<file path="config.mk">
export PLATFORM = sky130hd
export DESIGN_NAME = accu_half_sched
export DESIGN_NICKNAME = d
export VERILOG_FILES = /design/src/rtl/accu_half_sched.sv
export SDC_FILE = /design/constraint.sdc
export NUM_CORES = 1
export LEC_CHECK = 0
export CAP_MARGIN = 0
export CORE_MARGIN = 2
export CORE_UTILIZATION = 35
export DETAILED_ROUTE_END_ITERATION = 10
export DONT_BUFFER_PORTS = 1
export PLACE_DENSITY = 0.61
export SKIP_LAST_GASP = 1
export SYNTH_ARGS = -nofsm -noshare
export SYNTH_HDL_FRONTEND = slang
export SYNTH_SLANG_ARGS = --single-unit
</file>
<file path="constraint.sdc">
create_clock -name clock -period 2.3 [get_ports clock]
set_input_delay 0.69 -clock clock [delete_from_list [all_inputs] [get_ports clock]]
set_output_delay 0.69 -clock clock [all_outputs]
set_load 0.01 [all_outputs]
</file>
<file path="src/rtl/accu_half_sched.sv">
// accu_half_sched
//   Round-robin scheduler that shares one external half-precision accumulator
//   between NREQ requesters. A granted job of req_len FP16 elements is
//   streamed into the accumulator. The first element restarts it through
//   acc_n. After the accumulator pipeline has drained, the FP16 sum is
//   returned on res_data, tagged with the requester index on res_id.
//
// Ports
//   clock, resetn          rising-edge clock, asynchronous active-low reset
//   req_valid  [NREQ]      job pending per requester (sampled in IDLE only)
//   req_len    [NREQ*LENW] job length per requester (sampled at grant)
//   req_dvalid [NREQ]      element present per requester
//   req_data   [NREQ*16]   FP16 element per requester
//   req_dready [NREQ]      one-hot accept for the granted requester while streaming
//   acc_x, acc_n           registered element / restart to the accumulator
//   acc_r                  accumulator running sum
//   res_valid/data/id      held result, released by res_ready
//   busy                   high whenever not IDLE
module accu_half_sched #(
  parameter int NREQ    = 2,
  parameter int IDW     = 1,
  parameter int LENW    = 8,
  parameter int ACC_LAT = 3
) (
  input  logic                 clock,
  input  logic                 resetn,
  input  logic [NREQ-1:0]      req_valid,
  input  logic [NREQ*LENW-1:0] req_len,
  input  logic [NREQ-1:0]      req_dvalid,
  input  logic [NREQ*16-1:0]   req_data,
  output logic [NREQ-1:0]      req_dready,
  output logic [15:0]          acc_x,
  output logic                 acc_n,
  input  logic [15:0]          acc_r,
  output logic                 res_valid,
  output logic [15:0]          res_data,
  output logic [IDW-1:0]       res_id,
  input  logic                 res_ready,
  output logic                 busy
);

  localparam int WW = (ACC_LAT < 2) ? 1 : $clog2(ACC_LAT + 1);

  typedef enum logic [1:0] {S_IDLE, S_STREAM, S_DRAIN, S_RESULT} state_t;

  state_t          r_state;
  state_t          w_next;
  logic [IDW-1:0]  r_ptr;
  logic [IDW-1:0]  r_gid;
  logic [LENW-1:0] r_len;
  logic [LENW-1:0] r_cnt;
  logic [WW-1:0]   r_wait;
  logic [15:0]     r_acc_x;
  logic            r_acc_n;
  logic            r_res_valid;
  logic [15:0]     r_res_data;
  logic [IDW-1:0]  r_res_id;

  logic            w_gnt;
  logic [IDW-1:0]  w_gnt_id;
  logic [LENW-1:0] w_gnt_len;
  logic            w_hs;
  logic            w_last;
  logic [15:0]     w_gdata;

  // First requester with req_valid set, searching upward from r_ptr and wrapping.
  always_comb begin
    w_gnt    = 1'b0;
    w_gnt_id = '0;
    for (int unsigned k = 0; k < NREQ; k++) begin
      if (!w_gnt && req_valid[(32'(r_ptr) + k) % 32'(NREQ)]) begin
        w_gnt    = 1'b1;
        w_gnt_id = IDW'((32'(r_ptr) + k) % 32'(NREQ));
      end
    end
  end

  assign w_gnt_len = req_len[w_gnt_id*LENW +: LENW];
  assign w_gdata   = req_data[r_gid*16 +: 16];
  assign w_hs      = (r_state == S_STREAM) && req_dvalid[r_gid];
  assign w_last    = w_hs && (r_cnt == r_len - 1'b1);

  always_ff @(posedge clock or negedge resetn) begin
    if (!resetn) r_state <= S_IDLE;
    else         r_state <= w_next;
  end

  always_comb begin
    w_next = r_state;
    case (r_state)
      S_IDLE:   if (w_gnt) w_next = (w_gnt_len != '0) ? S_STREAM : S_RESULT;
      S_STREAM: if (w_last) w_next = S_DRAIN;
      S_DRAIN:  if (r_wait == '0) w_next = S_RESULT;
      S_RESULT: if (res_ready) w_next = S_IDLE;
      default:  w_next = S_IDLE;
    endcase
  end

  always_ff @(posedge clock or negedge resetn) begin
    if (!resetn) begin
      r_ptr       <= '0;
      r_gid       <= '0;
      r_len       <= '0;
      r_cnt       <= '0;
      r_wait      <= '0;
      r_acc_x     <= '0;
      r_acc_n     <= 1'b0;
      r_res_valid <= 1'b0;
      r_res_data  <= '0;
      r_res_id    <= '0;
    end else begin
      // Idle cycles feed +0 to the accumulator.
      r_acc_x <= '0;
      r_acc_n <= 1'b0;
      case (r_state)
        S_IDLE: begin
          if (w_gnt) begin
            r_gid <= w_gnt_id;
            r_len <= w_gnt_len;
            r_cnt <= '0;
            r_ptr <= IDW'((32'(w_gnt_id) + 1) % 32'(NREQ));
            if (w_gnt_len == '0) begin
              r_res_valid <= 1'b1;
              r_res_data  <= '0;
              r_res_id    <= w_gnt_id;
            end
          end
        end
        S_STREAM: begin
          if (w_hs) begin
            r_acc_x <= w_gdata;
            r_acc_n <= (r_cnt == '0);
            r_cnt   <= r_cnt + 1'b1;
            if (w_last) r_wait <= WW'(ACC_LAT);
          end
        end
        S_DRAIN: begin
          // The final element leaves acc_x one edge after its accept, so the
          // sum is captured once the counter has already reached zero.
          if (r_wait == '0) begin
            r_res_valid <= 1'b1;
            r_res_data  <= acc_r;
            r_res_id    <= r_gid;
          end else begin
            r_wait <= r_wait - 1'b1;
          end
        end
        S_RESULT: begin
          if (res_ready) r_res_valid <= 1'b0;
        end
        default: ;
      endcase
    end
  end

  assign req_dready = (r_state == S_STREAM) ? (NREQ'(1) << r_gid) : '0;
  assign acc_x      = r_acc_x;
  assign acc_n      = r_acc_n;
  assign res_valid  = r_res_valid;
  assign res_data   = r_res_data;
  assign res_id     = r_res_id;
  assign busy       = (r_state != S_IDLE);

endmodule
</file>
==> summary.md <==
| Metric | Value |
|---|---|
| Prevailing post-synth register cell | `dfrtp_1` |
| Pin count of the biggest net entering global routing | `58` |
| Die extent in x | `94.6 um` |
| Static power due to leakage | `1.51 nW` |
| Core ar. | `8090 um^2` |
| Per-instance average area after synthesis | `10.5 um^2` |
| Fraction of final layout cells with drive strength greater than 1 | `15.5%` |
| Cell count of the worst reg-to-reg path | `6` |
| Post-synth EDFFs | `0` |
| IO Pins | `109` |
| Cell type with the largest total area after synthesis | `dfrtp_1` |
| End-of-flow core utilization | `40.5%` |
| Clock tree skew after final layout | `5.88 ps` |
| Count of H-tree levels built during CTS | `3` |
| Highest cell delay on the worst timing path | `560 ps` |
| CP max stage cell | `or4_4` |
| CTS tree | `done` |
| Most instantiated cells after synthesis | `dfrtp_1 (57), nor2_1 (35), mux2i_1 (27)` |
| Kind of launch point of the worst setup path | `flip-flop` |
| Number of global-route vias before repair | `2098` |
| Number of slew-limit violations in the final report | `0` |
| Headroom to the max-slew limit | `53.5%` |
| RR Endpoint | `r_wait[0]` |
| Least-Margin Pin Slew | `698 ps` |
| TritonCTS Buffers | `9` |
| Total of max-cap violations | `0` |
| Count of vias placed by the detailed router | `2072` |
| Placed cell areas | `3070 um^2` |
| Cell Pwr Density | `1330 nW/um^2` |
| Count of warnings emitted by yosys | `0` |
| Endpoints failing hold | `0` |
| Post-synthesis register bit count | `57` |
| Ratio of final minimum period to clock period | `99.5%` |
| Drt wl/cell | `15.8 um` |
| Worst endpoint data arrival time | `2500 ps` |
| Clock tree root driver cell | `clkbuf_8` |
| Hold-fix buffer count after cts | `0` |
| Violation count after the first detailed-route iteration | `57` |
| Worst hold slack across all endpoints | `50.3 ps` |
| Post-synth top area share | `49.6%` |
| Cell types with the largest area share after synthesis | `dfrtp_1 (50%), mux2i_1 (9.4%), a22o_1 (4.9%), nor2_1 (4.6%), ha_1 (3.9%)` |
| First-pass GRT wire length | `9850 um` |
| Final routed DRC violation total | `0` |
| Synth-to-layout area growth | `13.9%` |
| CTS Buffer Depth | `2` |
| Category of the most critical setup path | `reg2reg` |
| Clock latency of the later-clocked register in the worst-skew pair | `330 ps` |
| Post-layout min period | `2290 ps` |
| Antenna Diode Count | `0` |
| Design Power | `4.36 mW` |
| Total length of routed wires | `6250 um` |
| Maximum net fanout on the critical path | `6` |
| RSZ-0062 raised after global routing | `yes` |
| Number of unique standard cell types used by synthesis | `39` |
| Fraction of the yosys area taken by sequential cells | `49.6%` |
| Timing-limited maximum frequency | `437 MHz` |
| Height of the chip | `94.6 um` |
| Worst path buffer plus inverter count | `0` |
| Netlist area before placement | `2880 um^2` |
| Post-CTS setup repair buffer count | `0` |
| Worst min path class | `in2async` |
| Post-DR vias/cell | `5.23` |
| Worst path top cell family by delay | `simple AND/OR/NAND/NOR gates` |
| Net total in the final layout | `367` |
| Worst setup path startpoint | `r_len[2]` |
| Worst EP required | `2510 ps` |
| Peak ir drop on the vdd network | `0.000418 V` |
| Final instance area | `3280 um^2` |
| Crit path capture | `r_wait[0]` |
| Combined global-route utilization of all metal layers | `14.5%` |
| Nets in the synthesized netlist | `355` |
| CP Capture Type | `flip-flop` |
| Die ar. | `8960 um^2` |
| Chain of cells forming the critical path | `or3_1 -> nor4_1 -> nor4b_1 -> or4_4 -> a21oi_4 -> a22oi_1` |
| Antenna-violating nets left | `0` |
| Placer's final routability congestion estimate | `0.774` |
| Clock transition at path regs | `60 ps` |
| Sinks on Clock Net | `57` |
| Placed wire-length estimate | `4660 um` |
| PortBufs | `0` |
| Count of TritonRoute iterations in the first routing pass | `4` |
| Proportion of register bits with asynchronous set or reset after synthesis | `100%` |
| Startpoint of the worst-slack reg-to-reg timing path | `r_len[2]` |
| Total overflow reported by the global router | `0` |
| Setup TNS after final layout | `0 ps` |
| Cell depth of the worst setup path | `6` |
| Antenna violations before repair | `0` |
| Synthesized instance count | `275` |
| Rows | `33` |
| Count of endpoints failing setup in the final report | `0` |
| Outcome | `complete, no violations` |
| Initial Util | `35.5%` |
| Minimum setup slack among reg-to-reg paths | `10 ps` |
| Most frequent cell after synthesis | `dfrtp_1` |
==> power breakdown <==
part	internal, mW	total (mW)	switching, mW	leakage (nW)
clock network	0.467	0.838	0.371	0.0980
logic	0.894	1.85	0.957	0.670
registers	1.33	1.67	0.337	0.741
==> per-layer routing <==
layer / global-route usage, % / part of all wire [%]
met5: 0 / 0
met4: 6.52 / 1.7
met3: 4.95 / 9.3
met2: 23.7 / 48
met1: 17.2 / 41
==> layout make-up <==
type	count	area (um^2)
clock buffer	12	165
timing repair buffer	15	125
clock inverter	3	15.0
sequential	57	1430
fill	819	4820
tap	105	131
multi-input combinational	192	1370
inverter	12	45.0
==> flip-flops by register name (all words and copies together), names as in the netlist, 2 cells and up <==
signal / cells
acc_x: 16
r_cnt: 8
r_len: 8
r_state: 2
r_wait: 2
res_data: 16
==> placed cells by master (no fill, tap or decap), drive strengths merged, types with 3 or more instances in the layout <==
cell	count
nor3	3
nand2	19
clkinv	3
or2	4
nor3b	4
nor2	35
xnor2	10
a21oi	4
nand4	5
o21ai	13
a22oi	3
nor4	6
a22o	16
xor2	7
ha	9
dfrtp	57
buf	15
mux2	4
clkbuf	12
inv	12
mux2i	27
==> per-stage QoR <==
stage,instances,worst slack [ps]
finish,396,11.4
global route,396,-59.7
CTS,396,10.6
detailed placement,381,-32.3
global placement,381,18.1
floorplan,275,6.56
==> worst reg2reg max path, cell delays in order (launching register included) <==
cell,delay [ps]
dfrtp_1,460
or3_1,450
nor4_1,310
nor4b_1,140
or4_4,560
a21oi_4,150
a22oi_1,100
==> worst min-delay path by stage <==
stage,start,to,slack [ps],cells past startpoint
after detailed placement,resetn,res_data[14],400,0
after floorplan,resetn,acc_n,390,0
after CTS,resetn,res_data[14],30,0
after global placement,resetn,res_data[11],400,0
after global routing,resetn,res_data[14],20,0
final,resetn,res_data[14],50,0
==> kinds of logic after synthesis <==
group | Yosys count | synth area share (%)
adders and majority gates | 9 | 3.92
AOI/OAI and AO/OA | 45 | 11.1
muxes | 31 | 11.0
xor gates and xnor gates | 17 | 5.18
and+or+nand+nor | 90 | 15.5
DFF | 57 | 49.6
buffers and inverters | 26 | 3.74
==> repair_timing <==
item	CTS	global route
endpoints found under the hold margin	0	0
setup endpoints to repair	2	6
pin swaps	1	0
resized for setup	1	3
Note: power is estimated with default switching activity, not from simulation.
